--- src/rtl/decode_stage.sv ---
// decode_stage: registered N-lane RV32I decode stage with valid/ready handshake,
// flush, and an intra-bundle RAW-hazard splitter that issues a dependent
// bundle over several output beats.
//
// Optional feature: define DECODE_PERF_EN to add the split_cnt_o and
// invalid_cnt_o performance counters. The default build has neither the
// counter logic nor the extra ports.
//
// Control word encoding (one bit per class, CTRL_W >= 8):
//   LUI=0x01 AUIPC=0x02 JAL=0x04 JALR=0x08 BRANCH=0x10 ALUI=0x20 ALUR=0x40
//   INVALID_INST=0x80, and 0 for an empty (unfetched) slot.
module decode_stage #(
    parameter int LANES  = 2,
    parameter int CTRL_W = 8,
    parameter int CNT_W  = 32
) (
    input  logic                    clk_i,
    input  logic                    rst_i,
    input  logic [32*LANES-1:0]     inst_i,
    input  logic [LANES-1:0]        fetched_i,
    input  logic                    valid_i,
    output logic                    ready_o,
    input  logic                    flush_i,
    output logic [32*LANES-1:0]     inst_o,
    output logic [CTRL_W*LANES-1:0] ctrl_o,
    output logic [LANES-1:0]        lane_valid_o,
    output logic                    valid_o,
    input  logic                    ready_i,
    output logic                    trap_o
`ifdef DECODE_PERF_EN
    ,
    output logic [CNT_W-1:0]        split_cnt_o,
    output logic [CNT_W-1:0]        invalid_cnt_o
`endif
);

    // Parameter sanity: this block is empty and only elaborates for illegal
    // settings, giving tools a named scope to flag.
    if (LANES < 1 || LANES > 4 || CTRL_W < 8 || CNT_W < 1) begin : g_bad_params
    end

    localparam logic [CTRL_W-1:0] LUI_CTRL          = CTRL_W'(8'h01);
    localparam logic [CTRL_W-1:0] AUIPC_CTRL        = CTRL_W'(8'h02);
    localparam logic [CTRL_W-1:0] JAL_CTRL          = CTRL_W'(8'h04);
    localparam logic [CTRL_W-1:0] JALR_CTRL         = CTRL_W'(8'h08);
    localparam logic [CTRL_W-1:0] BRANCH_CTRL       = CTRL_W'(8'h10);
    localparam logic [CTRL_W-1:0] ALUI_CTRL         = CTRL_W'(8'h20);
    localparam logic [CTRL_W-1:0] ALUR_CTRL         = CTRL_W'(8'h40);
    localparam logic [CTRL_W-1:0] INVALID_INST_CTRL = CTRL_W'(8'h80);

    localparam logic [6:0] OP_LUI    = 7'b0110111;
    localparam logic [6:0] OP_AUIPC  = 7'b0010111;
    localparam logic [6:0] OP_JAL    = 7'b1101111;
    localparam logic [6:0] OP_JALR   = 7'b1100111;
    localparam logic [6:0] OP_BRANCH = 7'b1100011;
    localparam logic [6:0] OP_ALUI   = 7'b0010011;
    localparam logic [6:0] OP_ALUR   = 7'b0110011;

    typedef enum logic [1:0] {
        S_EMPTY,
        S_FULL,
        S_SPLIT
    } state_t;

    // Classify one instruction from its opcode/funct fields.
    function automatic logic [CTRL_W-1:0] decode_lane(
        input logic [6:0] opcode,
        input logic [2:0] funct3,
        input logic [6:0] funct7,
        input logic       fetched
    );
        logic [CTRL_W-1:0] ctrl;
        ctrl = INVALID_INST_CTRL;
        if (!fetched) begin
            ctrl = '0;
        end else begin
            case (opcode)
                OP_LUI:    ctrl = LUI_CTRL;
                OP_AUIPC:  ctrl = AUIPC_CTRL;
                OP_JAL:    ctrl = JAL_CTRL;
                OP_JALR:   if (funct3 == 3'b000) ctrl = JALR_CTRL;
                OP_BRANCH: if (funct3 != 3'b010 && funct3 != 3'b011) ctrl = BRANCH_CTRL;
                OP_ALUI: begin
                    case (funct3)
                        3'b001:  if (funct7 == 7'h00) ctrl = ALUI_CTRL;
                        3'b101:  if (funct7 == 7'h00 || funct7 == 7'h20) ctrl = ALUI_CTRL;
                        default: ctrl = ALUI_CTRL;
                    endcase
                end
                OP_ALUR: begin
                    if (funct7 == 7'h00 ||
                        (funct7 == 7'h20 && (funct3 == 3'b000 || funct3 == 3'b101)))
                        ctrl = ALUR_CTRL;
                end
                default: ctrl = INVALID_INST_CTRL;
            endcase
        end
        return ctrl;
    endfunction

    state_t                    state_q, state_d;
    logic [LANES-1:0]          pending_q, pending_d;
    logic [32*LANES-1:0]       inst_q, inst_d;
    logic [CTRL_W*LANES-1:0]   ctrl_q, ctrl_d;

    logic [CTRL_W*LANES-1:0]   ctrl_in;
    logic [LANES-1:0]          pending_in;
    logic [LANES-1:0]          writes_rd, reads_rs1, reads_rs2, invalid_lane, hazard;
    logic [LANES-1:0][4:0]     rd, rs1, rs2;
    logic [LANES-1:0]          beat, remaining;
    logic                      accept;

    // Decode incoming bundle; the pending mask stops after the oldest invalid lane.
    always_comb begin
        logic seen_invalid;
        ctrl_in      = '0;
        pending_in   = '0;
        seen_invalid = 1'b0;
        for (int l = 0; l < LANES; l++) begin
            ctrl_in[l*CTRL_W +: CTRL_W] = decode_lane(inst_i[32*l +: 7],
                                                      inst_i[32*l+12 +: 3],
                                                      inst_i[32*l+25 +: 7],
                                                      fetched_i[l]);
            pending_in[l] = fetched_i[l] && !seen_invalid;
            if (fetched_i[l] && ctrl_in[l*CTRL_W +: CTRL_W] == INVALID_INST_CTRL)
                seen_invalid = 1'b1;
        end
    end

    // Register-usage attributes of each held lane, taken from its control class.
    always_comb begin
        for (int l = 0; l < LANES; l++) begin
            logic [CTRL_W-1:0] c;
            c               = ctrl_q[l*CTRL_W +: CTRL_W];
            rd[l]           = inst_q[32*l+7  +: 5];
            rs1[l]          = inst_q[32*l+15 +: 5];
            rs2[l]          = inst_q[32*l+20 +: 5];
            writes_rd[l]    = (c == LUI_CTRL) || (c == AUIPC_CTRL) || (c == JAL_CTRL) ||
                              (c == JALR_CTRL) || (c == ALUI_CTRL) || (c == ALUR_CTRL);
            reads_rs1[l]    = (c == JALR_CTRL) || (c == BRANCH_CTRL) ||
                              (c == ALUI_CTRL) || (c == ALUR_CTRL);
            reads_rs2[l]    = (c == BRANCH_CTRL) || (c == ALUR_CTRL);
            invalid_lane[l] = (c == INVALID_INST_CTRL);
        end
    end

    // Beat selection: issue pending lanes below the oldest lane that reads a
    // register written by an older still-pending lane of the same bundle.
    always_comb begin
        logic blocked;
        hazard  = '0;
        beat    = '0;
        blocked = 1'b0;
        for (int k = 0; k < LANES; k++) begin
            for (int j = 0; j < k; j++) begin
                if (pending_q[j] && pending_q[k] && writes_rd[j] && rd[j] != 5'd0 &&
                    ((reads_rs1[k] && rs1[k] == rd[j]) || (reads_rs2[k] && rs2[k] == rd[j])))
                    hazard[k] = 1'b1;
            end
            if (hazard[k]) blocked = 1'b1;
            beat[k] = pending_q[k] && !blocked;
        end
        remaining = pending_q & ~beat;
    end

    assign valid_o      = (state_q != S_EMPTY);
    assign lane_valid_o = beat;
    assign trap_o       = valid_o && |(beat & invalid_lane);
    assign ready_o      = !valid_o || (ready_i && remaining == '0);
    assign accept       = valid_i && ready_o;
    assign inst_o       = inst_q;
    assign ctrl_o       = ctrl_q;

    // Next-state logic: flush beats accept, accept beats split/drain.
    // NOTE: every variable assigned here gets a default first so no latch is inferred.
    always_comb begin
        state_d   = state_q;
        pending_d = pending_q;
        inst_d    = inst_q;
        ctrl_d    = ctrl_q;
        if (flush_i) begin
            state_d   = S_EMPTY;
            pending_d = '0;
        end else if (accept) begin
            state_d   = S_FULL;
            pending_d = pending_in;
            inst_d    = inst_i;
            ctrl_d    = ctrl_in;
        end else if (valid_o && ready_i) begin
            if (remaining != '0) begin
                state_d   = S_SPLIT;
                pending_d = remaining;
            end else begin
                state_d   = S_EMPTY;
                pending_d = '0;
            end
        end
    end

    // State and bundle registers with asynchronous reset.
    // NOTE: non-blocking assignments so every flop samples pre-edge values.
    always_ff @(posedge clk_i or posedge rst_i) begin
        if (rst_i) begin
            state_q   <= S_EMPTY;
            pending_q <= '0;
            inst_q    <= '0;
            ctrl_q    <= '0;
        end else begin
            state_q   <= state_d;
            pending_q <= pending_d;
            inst_q    <= inst_d;
            ctrl_q    <= ctrl_d;
        end
    end

`ifdef DECODE_PERF_EN
    logic [CNT_W-1:0] split_cnt_q, split_cnt_d;
    logic [CNT_W-1:0] invalid_cnt_q, invalid_cnt_d;

    // Counter increments; flush does not touch them, they wrap naturally.
    always_comb begin
        split_cnt_d   = split_cnt_q;
        invalid_cnt_d = invalid_cnt_q;
        if (state_q == S_SPLIT && ready_i)
            split_cnt_d = split_cnt_q + CNT_W'(1);
        if (valid_o && ready_i && trap_o)
            invalid_cnt_d = invalid_cnt_q + CNT_W'(1);
    end

    // Counter registers, cleared only by reset.
    always_ff @(posedge clk_i or posedge rst_i) begin
        if (rst_i) begin
            split_cnt_q   <= '0;
            invalid_cnt_q <= '0;
        end else begin
            split_cnt_q   <= split_cnt_d;
            invalid_cnt_q <= invalid_cnt_d;
        end
    end

    assign split_cnt_o   = split_cnt_q;
    assign invalid_cnt_o = invalid_cnt_q;
`endif

endmodule

--- config.mk ---
export PLATFORM = sky130hd
export DESIGN_NAME = decode_stage
export DESIGN_NICKNAME = d
export VERILOG_FILES = /design/src/rtl/decode_stage.sv
export SDC_FILE = /design/constraint.sdc
export NUM_CORES = 1
export LEC_CHECK = 0
export ABC_AREA = 1
export CORE_UTILIZATION = 40
export CTS_CLUSTER_DIAMETER = 100
export DETAILED_ROUTE_END_ITERATION = 8
export DONT_BUFFER_PORTS = 1
export GPL_TIMING_DRIVEN = 0
export MAX_ROUTING_LAYER = met4
export PLACE_DENSITY_LB_ADDON = 0.12
export SLEW_MARGIN = 20
export SYNTH_ARGS = -nofsm -noshare
export SYNTH_HDL_FRONTEND = slang
export SYNTH_SLANG_ARGS = --single-unit
--- constraint.sdc ---
create_clock -name clk_i -period 5.9 [get_ports clk_i]
set_input_delay 1.77 -clock clk_i [delete_from_list [all_inputs] [get_ports clk_i]]
set_output_delay 1.77 -clock clk_i [all_outputs]
set_load 0.02 [all_outputs]
**Word-level counts from Yosys, hierarchy flattened**

Cells that the tools add are included.

- Register bits after elaboration: 84
- Input bits: 71
- Output and inout bits: 85
- Word-level logic and storage cells: 122

- Eq/ne operators: 39
- Multiplexer cells: 27
- Bitwise logic cells: 4
- Reductions and logical operators: 48

Operators by type and width:

| cell | number |
|---|---|
| 8-bit case mux with 7 select lines | 2 |
| 8-bit two-way mux | 12 |
| 7-bit by 6-bit equality test with 1-bit output (second input constant) | 6 |
| 7-bit equality test (second input constant) | 6 |
| 8-bit case mux with 2 select lines | 2 |
| 7-bit by 5-bit equality test with 1-bit output (second input constant) | 4 |
| 8-bit equality test (second input constant) | 3 |
| 1-bit logical AND | 17 |
| 1-bit logical OR | 17 |
| 8-bit by 4-bit equality test with 1-bit output (second input constant) | 2 |
| 8-bit by 6-bit equality test with 1-bit output (second input constant) | 2 |
| 8-bit by 7-bit equality test with 1-bit output (second input constant) | 2 |
| 2-bit two-way mux | 8 |
| 7-bit zero test | 2 |
| 3-bit by 2-bit != test with 1-bit output (second input constant) | 4 |
| 5-bit equality test | 2 |
| 8-bit by 1-bit equality test with 1-bit output (second input constant) | 1 |
| 8-bit by 2-bit equality test with 1-bit output (second input constant) | 1 |
| 8-bit by 3-bit equality test with 1-bit output (second input constant) | 1 |
| 8-bit by 5-bit equality test with 1-bit output (second input constant) | 1 |
| 3-bit by 1-bit equality test with 1-bit output (second input constant) | 2 |
| 3-bit equality test (second input constant) | 2 |
| 3-bit zero test | 2 |
| 5-bit nonzero test | 1 |
| other kinds (10) | 16 |

**Logic depth before layout (Yosys ltp)**

- Word-level depth: 21
- Mapped depth: 16
- Depth with buffers taken out: 16

**Worst setup path after synthesis**

Ideal clock, no wire load.

- Kind: input to output
- From: input ready_i
- To: output ready_o
- Arrival time: 1.937 ns
- Required time: 4.130 ns
- Path slack: 2.193 ns
- Cell stages on the path: 2
- Path buffers: 0
- Cells stage by stage: nand2_2 -> nand2_4

- Word-level cells in the longest chain between the ends: 2

RTL lines:

| what | RTL line | RTL |
|---|---|---|
| from (decl) | 28 | `input logic ready_i,` |
| 1-bit logical AND | 169 | `assign ready_o = !valid_o \|\| (ready_i && remaining == '0);` |
| 1-bit logical OR | 169 |  |
| to (decl) | 22 | `output logic ready_o,` |

No other way between the ends.

**Worst setup path after layout**

- From: register ctrl_q[14], in the netlist ctrl_o[14]
- To: output trap_o

- Word-level cells in the longest chain between the ends: 14
- Elaborated cells between the ends (all ways): 20
- Classes of those cells: eq/ne (5); mux (2); bitwise (1); reduce/logical (12)

RTL lines:

| what | RTL line | RTL |
|---|---|---|
| from (decl) | 104 | `logic [CTRL_W*LANES-1:0] ctrl_q, ctrl_d;` |
| from (signal assigned) | 212 | `ctrl_q <= ctrl_d;` |
| 8-bit by 4-bit equality test with 1-bit output or 8-bit by 5-bit equality test with 1-bit output (tied branches) | 140, 142 |  |
| 1-bit logical OR (2 in a row) | 140 | `reads_rs1[l] = (c == JALR_CTRL) \|\| (c == BRANCH_CTRL) \|\|` |
| 1-bit logical OR | 141 | `(c == ALUI_CTRL) \|\| (c == ALUR_CTRL);` |
| 1-bit logical AND | 157 | `((reads_rs1[k] && rs1[k] == rd[j]) \|\| (reads_rs2[k] && rs2[k] == rd[j])))` |
| 1-bit logical OR | 157 |  |
| 1-bit logical AND | 156 | `if (pending_q[j] && pending_q[k] && writes_rd[j] && rd[j] != 5'd0 &&` |
| 1-bit two-way mux | 156 |  |
| 1-bit two-way mux | 160 | `if (hazard[k]) blocked = 1'b1;` |
| 1-bit zero test | 161 | `beat[k] = pending_q[k] && !blocked;` |
| 1-bit logical AND | 161 |  |
| 2-bit AND (*) | 168 | `assign trap_o = valid_o && \|(beat & invalid_lane);` |
| 2-bit OR reduction (*) | 168 |  |
| 1-bit logical AND (*) | 168 |  |
| to (decl) | 29 | `output logic trap_o` |

Mark *: on every way between the ends. The rest lies on a longest branch, timed or not.

==> impl_metrics.tcl <==
set metrics [dict create \
    clk_latency_ns 0.36 \
    min_from "state_q[0]" \
    fin_crit_sh 0.647 \
    route.met2.wl_um 4990 \
    drv_slew 0 \
    tritoncts "done" \
    hold_class "register to register" \
    post_cts_buffers 0 \
    wl_um 10900 \
    crit_chain "inv_1 -> nand2_1 -> nor2_1 -> nand2_1 -> nand2_1 -> inv_1 -> nor2_1 -> nand3_1 -> nand3_1 -> a21oi_1" \
    rsz0062_at_grt "no" \
    min_period_ns 3.82 \
    avgSynthCellArea_um2 7.78 \
    netlist_area_um2 4240 \
    fin_cells 698 \
    worstPathMaxFanout 5 \
    critPathBufInv 2 \
    slew_headroom 0.677 \
    critPathKind "register to output pin" \
    area_growth_pct 9.50 \
    crit_arrival_ns 2.05 \
    rows 37 \
    cts_resized 0 \
    drc_errors 0 \
    power_mw 1.42 \
    antenna_found_initial 0 \
    diodes 0 \
    ios 156 \
    cpMostUsedCell "nand2_1" \
    clkSinkCount 84 \
    synthTopCellsByArea "dfrtp_1, nand2_1, inv_1" \
    vias 3483 \
    timing.setup.tns_ns 0 \
    die_w_um 105 \
    top_layer_used "met4" \
    initial_core_util 0.411 \
    status "finished, final reports clean" \
    final_cell_mix "nand2_1, dfrtp_1, inv_1" \
    cpPeakStageDelay_ns 0.57 \
    cap_violations 0 \
    grt-ovfl-total 0 \
    grt_max_degree 53 \
    setup_violations 0 \
    finalHoldViolCount 0 \
    io_buffers 0 \
    drive_above_1_share 0.110 \
    final_antenna_net_count 0 \
    route.met3.wl_um 827 \
    endpoint_kind "output pin" \
    synth_warnings 0 \
    path_clk_slew_ns 0.09 \
    seqCellArea_um2 2100 \
    required_ns 4.13 \
    h-tree-depth 3 \
    synth_nets 616 \
    grt_pass1_vias 3602 \
    ys_ff_latch 84 \
    cts_root_buffer "clkbuf_8" \
    synth_top_area_share 0.496 \
    slowest_stage "dfrtp_1" \
    power_leakage_nw 2.34 \
    cts_made_buffers 9 \
    power.density_nw_per_um2 306 \
    die_h_um 105 \
    dr.pass1.iters 4 \
    timing.fmax_ghz 0.262 \
    cpLargestDelayFamily "flip-flops" \
    track_usage 0.216 \
    m1WireLength_um 4850 \
    drtIter0Drc 156 \
    tightest_slew_ns 0.486 \
    synthCells 545 \
    final_common_cell "nand2_1" \
    core_area_um2 10300 \
    fillerInstances 1044 \
    synth_seq_area_share 0.496 \
    multi_input_area_um2 1780 \
    dpl.cell_count 682 \
    finalClockSkew_ns 0.0123 \
    critPathLaunchType "register" \
    wl_per_cell_um 15.6 \
    die-area_um2 11000 \
    fin_nets 628 \
    grt_pass1_wl_um 18100 \
    rr_startpoint "ctrl_o[5]" \
    synth_top_cell_by_area "dfrtp_1" \
    place_congestion 0.838 \
    crit_start "ctrl_o[14]" \
    hpwl_um 8260 \
    peakVddDrop_v 0.000141 \
    synth.distinct_cells 35 \
    routed_via_density 4.99 \
    hold_buffers 0 \
    cts.path.max_buffers 2 \
]
## sequential cells by signal, indices dropped and copies added (netlist names)
register / count
pending_q: 2
inst_o: 64
state_q: 2
ctrl_o: 16
## path summary, 6_finish.rpt
path                              end  slack, ns  cells past startpoint
setup / recovery               trap_o       2.08                     10
hold / removal             state_q[0]       0.50                      2
setup reg to reg           inst_o[16]       3.74                     10
hold reg to reg            state_q[0]       0.50                      2
max in group asynchronous  inst_o[48]       4.01                      2
min in group asynchronous  inst_o[40]       1.28                      1
## power by group
group | switching [mW] | leakage, nW | total (mW) | internal, mW
logic | 0.116 | 1.17 | 0.187 | 0.0709
clock network | 0.209 | 0.102 | 0.426 | 0.218
registers | 0.160 | 1.07 | 0.809 | 0.648
total | 0.484 | 2.34 | 1.42 | 0.937
## synth_stat cells
master / instances
o211ai_1: 2
nand3_4: 1
nor2_2: 2
or2_2: 1
dfrtp_1: 84
xnor2_1: 1
o31ai_1: 1
nor2_8: 1
o22ai_1: 1
nand2_1: 225
o21ai_2: 16
nand3b_1: 1
nor2_1: 41
clkbuf_8: 5
nor4_1: 2
o311ai_0: 1
a31oi_1: 1
buf_4: 4
nand4_1: 4
nand3_1: 27
o2111ai_1: 1
buf_2: 6
inv_1: 53
a21oi_1: 8
o21ai_0: 25
xor2_1: 4
a21o_2: 1
or4_1: 1
nor3_1: 11
nand2_2: 2
nor2_4: 1
o21ai_1: 6
buf_6: 2
inv_2: 1
nand2_4: 2
## per-layer routing
layer | track usage | vias to the layer above
li1 | - | 1730
met1 | 0.254 | 1625
met2 | 0.347 | 114
met3 | 0.0742 | 14
met4 | 0.0704 | 0
met5 | - | -
## cell families (layout without fill, tap and decap cells)
family | after synthesis | count (layout) | share of synthesized area
buffers and inverters | 71 | 88 | 0.0835
AND/OR/NAND/NOR | 322 | 322 | 0.317
flip-flops | 84 | 84 | 0.496
XOR/XNOR | 5 | 5 | 0.0103
AO/OA/AOI/OAI | 63 | 63 | 0.0935
## cell type report
class                           instances  area share
Clock inverter                          4      0.0102
Sequential cell                        84       0.453
Tap cell                              136      0.0366
Clock buffer                           12      0.0334
Timing Repair Buffer                    1     0.00593
Buffer                                 17      0.0326
Inverter                               54      0.0442
Multi-Input combinational cell        390       0.384
## per-stage QoR
step / instance area, µm² / utilization / hold slack (ns) / setup slack [ns]
floorplan: 4240 / - / 0.451 / 1.96
CTS: 4640 / 0.450 / 0.507 / 2.06
detailed placement: 4440 / 0.430 / 0.485 / 2.17
global placement: 4410 / 0.427 / 0.476 / 0.948
global route: 4640 / 0.450 / 0.534 / 1.83
finish: 4640 / 0.450 / 0.505 / 2.08
## tightest hold or removal path: cells and delay by family (launching register included)
kind,cells,cell delay (ns)
flip-flops,1,0.36
AND/OR/NAND/NOR,2,0.12
Power figures use the tool's default switching activity.
